### config.mk
export PLATFORM = sky130hd
export DESIGN_NAME = map_hub_seq
export DESIGN_NICKNAME = d
export VERILOG_FILES = /design/src/rtl/map_hub_seq.sv
export SDC_FILE = /design/constraint.sdc
export NUM_CORES = 1
export LEC_CHECK = 0
export CORE_AREA = 5 5 178 180
export CTS_CLUSTER_DIAMETER = 30
export CTS_CLUSTER_SIZE = 24
export DETAILED_ROUTE_END_ITERATION = 6
export DIE_AREA = 0 0 183 185
export PLACE_DENSITY = 0.69
export SYNTH_ARGS = -nofsm -noshare
export SYNTH_HDL_FRONTEND = slang
export SYNTH_SLANG_ARGS = --single-unit
### constraint.sdc
create_clock -name clk -period 4.11 [get_ports clk]
set_input_delay 0.411 -clock clk [delete_from_list [all_inputs] [get_ports clk]]
set_output_delay 0.411 -clock clk [all_outputs]
set_load 0.1 [all_outputs]
### src/rtl/map_hub_seq.sv
`default_nettype none
//============================================================================
// Module   : map_hub_seq
// Brief    : Registered mapper-output selector. Resolves map_idx against a
//            writable slot table and blanks map_out for HOLD+1 cycles
//            whenever the selection changes, so the bus never glitches.
//            Optional switch counter: define MAP_HUB_SEQ_SWCNT_EN.
// Revision : 1.0  initial release
//============================================================================

`ifndef BW_MAP_OUT
`define BW_MAP_OUT 8
`endif

module map_hub_seq #(
    parameter int SLOTS = 16,
    parameter int IDX_W = 10,
    parameter int OUT_W = `BW_MAP_OUT,
    parameter int HOLD  = 4
) (
    input  logic                   clk,
    input  logic                   rst_n,
    input  logic [IDX_W-1:0]       map_idx,
    input  logic [SLOTS*OUT_W-1:0] slot_out,
    input  logic [OUT_W-1:0]       nom_out,
    input  logic                   tbl_we,
    input  logic [4:0]             tbl_addr,
    input  logic [IDX_W-1:0]       tbl_idx,
    input  logic                   tbl_vld,
    output logic [OUT_W-1:0]       map_out,
    output logic [5:0]             cur_sel,
    output logic                   switching,
    output logic [7:0]             sw_cnt
);

    localparam logic [5:0] c_nom     = 6'd32;
    localparam logic [7:0] c_hold_m1 = 8'(HOLD - 1);

    typedef enum logic [0:0] {
        ST_RUN   = 1'b0,
        ST_BLANK = 1'b1
    } state_t;

    state_t             r_state;
    logic [5:0]         r_cur_sel;
    logic [5:0]         r_pend;
    logic [7:0]         r_cnt;
    logic [OUT_W-1:0]   r_map_out;

    logic               r_tbl_vld [SLOTS];
    logic [IDX_W-1:0]   r_tbl_idx [SLOTS];

    logic [SLOTS-1:0]   w_hit;
    logic [5:0]         w_target;
    logic [OUT_W-1:0]   w_sel_data;
    logic               w_commit;

    // Full 5-bit address compare: entries at or beyond SLOTS never match.
    generate
        for (genvar gi = 0; gi < SLOTS; gi++) begin : g_tbl
            always_ff @(posedge clk) begin
                if (!rst_n) begin
                    r_tbl_vld[gi] <= 1'b0;
                    r_tbl_idx[gi] <= '0;
                end else if (tbl_we && (tbl_addr == 5'(gi))) begin
                    r_tbl_vld[gi] <= tbl_vld;
                    r_tbl_idx[gi] <= tbl_idx;
                end
            end

            assign w_hit[gi] = r_tbl_vld[gi] && (r_tbl_idx[gi] == map_idx);
        end
    endgenerate

    // Scan high to low so the lowest matching slot wins.
    always_comb begin
        w_target = c_nom;
        for (int i = SLOTS - 1; i >= 0; i--) begin
            if (w_hit[i]) begin
                w_target = 6'(i);
            end
        end
    end

    always_comb begin
        w_sel_data = nom_out;
        for (int i = 0; i < SLOTS; i++) begin
            if (r_cur_sel == 6'(i)) begin
                w_sel_data = slot_out[i*OUT_W +: OUT_W];
            end
        end
    end

    assign w_commit = (r_state == ST_BLANK) && (w_target == r_pend) && (r_cnt == 8'd0);

    always_ff @(posedge clk) begin
        if (!rst_n) begin
            r_state   <= ST_RUN;
            r_cur_sel <= c_nom;
            r_pend    <= c_nom;
            r_cnt     <= 8'd0;
        end else begin
            case (r_state)
                ST_RUN: begin
                    if (w_target != r_cur_sel) begin
                        r_pend  <= w_target;
                        r_cnt   <= c_hold_m1;
                        r_state <= ST_BLANK;
                    end
                end
                ST_BLANK: begin
                    // A moving target restarts the window; no early abort.
                    if (w_target != r_pend) begin
                        r_pend <= w_target;
                        r_cnt  <= c_hold_m1;
                    end else if (w_commit) begin
                        r_cur_sel <= r_pend;
                        r_state   <= ST_RUN;
                    end else begin
                        r_cnt <= r_cnt - 8'd1;
                    end
                end
                default: begin
                    r_state <= ST_RUN;
                end
            endcase
        end
    end

    always_ff @(posedge clk) begin
        if (!rst_n) begin
            r_map_out <= '0;
        end else if ((r_state == ST_RUN) && (w_target == r_cur_sel)) begin
            r_map_out <= w_sel_data;
        end else begin
            r_map_out <= '0;
        end
    end

`ifdef MAP_HUB_SEQ_SWCNT_EN
    logic [7:0] r_sw_cnt;

    always_ff @(posedge clk) begin
        if (!rst_n) begin
            r_sw_cnt <= 8'd0;
        end else if (w_commit && (r_sw_cnt != 8'hFF)) begin
            r_sw_cnt <= r_sw_cnt + 8'd1;
        end
    end

    assign sw_cnt = r_sw_cnt;
`else
    assign sw_cnt = 8'd0;
`endif

    assign map_out   = r_map_out;
    assign cur_sel   = r_cur_sel;
    assign switching = (r_state == ST_BLANK);

endmodule

`default_nettype wire

==> out/results.ini <==
[floorplanning]
core_um2=30000
ios=188
dieArea_um2=33900
num_rows=64
initial_utilization=0.393
die_width_um=183
die_h_um=185

[worst_hold_path]
min_path_type=reg -> reg

[logic_synthesis]
synth.area.top_cells=edfxtp_1 (45%), xnor2_1 (12%), and2_1 (9.4%), dfxtp_1 (4.7%), nand4_1 (2.9%)
ys.flop_type=edfxtp_1
yosysTopAreaCell=edfxtp_1
synth-seq-area-share=0.492
synth_edf_count=175
netlist_instances=1102
syn_area_per_cell_um2=10.7
synth_cell_type_count=72
synth_top_cell_area_share=0.445
yosysWarnings=0
synthArstFlopShare=0
ys_ff_latch=203
synthesis.area_um2=11800

[drt]
vias_per_cell=5.39
post-route-drc-count=0
drt-wirelength-per-cell_um=21.6
drt_iter0_markers=697
ant_nets=0
drt_first_pass_iters=6
wirelength_um=37200
vias=9293

[run]
drv_cap=0

[clocking]
clock-root-buffer=clkbuf_16
cts_tree=yes
numCtsBuffers=44
cts.clk_slew.worst_paths_ns=0.05
htree_levels=2
numClockSinks=203
post_cts_buffers=0
cts_buffer_depth=3
postCtsHoldBufs=0
clock_latency_ns=0.52
cts_resized=0

[final_layout]
final_cell_mix=clkdlybuf4s50_1 (178), and2_1 (177), edfxtp_1 (175)
layout.cells.non_filler=1725
area_growth_pct=31.1
nNetsFinal=1461
final_area_um2=15500
final_common_cell=clkdlybuf4s50_1
drive_gt1_frac=0.117
nFillCells=2686

[sta]
clock.fmax_mhz=293
finClkSkew_ns=0.0161
setup_tns_ns=0
layout_setup_ws_ns=0.693
slew_headroom=0.326
hold_viol_final=0
setup_viol_count_final=0
fin_crit_ns=3.42
worst_slew_pin_slew_ns=1.01
rsz0062_at_grt=no
fin_crit_sh=0.831
finalMaxSlewViolations=0

[run_status]
status=completed

[placement]
portBuffers=178
placement.cell_area_um2=14000
finalWeightedCongestion=0.893
place_inst=1645
pre_cts_ws_ns=0.197
hpwlAfterDp_um=25700

[grt]
grt_pass1_wl_um=55300
grt_use_total=0.214
gr-total-overflow=0
grt_max_degree=25
grt_pass1_vias=9441
antenna_found_initial=1

[critical_path]
reg2reg_slack_ns=0.88
cp-start-kind=primary input
r2r_start=r_tbl_idx[1][0]$_SDFFCE_PN0P_
rr_worst_depth=10
worstReg2RegEnd=map_out[7]$_SDFF_PN0_
required_ns=4.53
cp-end-kind=flop
path_class=in -> reg
crit_end=map_out[7]$_SDFF_PN0_
cp_max_fo=16
startpoint=map_idx[8]
worstPathArrival_ns=3.84

[power]
leakage_nw=5.31
pwr_density_cell_nw_per_um2=480
worst_ir_drop_vdd_v=0.000360
p_total_mw=7.43

==> synthesized netlist by cell type, types with 8 or more instances <==
master	number
clkbuf_1	40
dfxtp_1	28
buf_4	10
and2_1	177
nand3_1	53
edfxtp_1	175
o21ai_0	41
or3_1	13
xnor2_1	156
nand2_1	47
mux2i_1	11
nor2_1	55
o211ai_1	9
nor3_1	37
a211oi_2	10
buf_6	18
inv_1	8
a21oi_1	19
nand4_1	55
o22ai_1	22
a31oi_1	9
==> state kept, by name (all words and copies together), names as in the netlist <==
signal and count:
cur_sel 5, r_tbl_vld 16, switching 1, r_tbl_idx 160
map_out 8, r_cnt 8, r_pend 5
==> power breakdown <==
part	switching, mW	internal [mW]	total (mW)
logic	0.885	0.583	1.47
clock network	1.11	2.33	3.44
registers	0.112	2.42	2.53
total	2.10	5.33	7.43
==> through the flow <==
step	hold WS, ns	util
2_1_floorplan	0.458	-
3_3_place_gp	0.469	0.467
3_5_place_dp	0.487	0.467
4_1_cts	0.497	0.515
5_1_grt	0.533	0.515
6_report	0.488	0.515
==> how the worst min path moves through the flow <==
| stage | start | endpoint | slack, ns | cells past startpoint |
|---|---|---|---|---|
| 2_1_floorplan | r_cnt[4]$_SDFFE_PN0P_ | r_cnt[4]$_SDFFE_PN0P_ | 0.46 | 2 |
| 3_3_place_gp | r_cnt[4]$_SDFFE_PN0P_ | r_cnt[4]$_SDFFE_PN0P_ | 0.47 | 2 |
| 3_5_place_dp | r_cnt[7]$_SDFFE_PN0P_ | r_cnt[7]$_SDFFE_PN0P_ | 0.49 | 2 |
| 4_1_cts | r_cnt[4]$_SDFFE_PN0P_ | r_cnt[4]$_SDFFE_PN0P_ | 0.50 | 2 |
| 5_1_grt | r_tbl_vld[1][0]$_DFF_P_ | r_tbl_vld[1][0]$_DFF_P_ | 0.53 | 2 |
| 6_report | r_cnt[4]$_SDFFE_PN0P_ | r_cnt[4]$_SDFFE_PN0P_ | 0.49 | 2 |
==> layout make-up <==
type                    instances  area (µm²)  area share
multi-input cells             822        5480       0.354
inverters                       8        30.0     0.00194
clock inverters                31         347      0.0224
flip-flops and latches        203        5820       0.376
clock buffers                  48        1120      0.0721
repair buffers                216        2190       0.142
diodes                          1        2.50    0.000162
well taps                     396         495      0.0320
==> per-layer routing <==
layer	track usage	up-vias	wire [µm]	part of all wire
met1	0.247	4408	13900	0.37
met5	0	-	0	0
li1	-	4337	-	-
met4	0.100	0	1620	0.044
met3	0.0467	90	3100	0.083
met2	0.378	458	18500	0.50
==> cells by family (layout without fill, tap and decap cells) <==
| group | count (synthesis) | after routing | share of synthesized area |
|---|---|---|---|
| adders and majority gates | 1 | 1 | 0.00106 |
| other | 1 | 10 | 0.000318 |
| muxes | 19 | 19 | 0.0173 |
| buffers and inverters | 85 | 303 | 0.0460 |
| DFF | 203 | 203 | 0.492 |
| and+or+nand+nor | 480 | 480 | 0.229 |
| xor gates and xnor gates | 166 | 166 | 0.127 |
| AOI/OAI and AO/OA | 147 | 147 | 0.0869 |
==> critical path: stages <==
cell	delay [ns]
clkdlybuf4s50_1	0.52
buf_12	0.20
xnor2_1	0.15
nand4_1	0.15
nor3_1	0.51
nor2_2	0.17
nor3b_2	0.20
a21oi_2	0.25
xnor2_1	0.20
o2111ai_2	0.18
or3_1	0.59
a211oi_2	0.27
(Power assumes the default switching activity.)
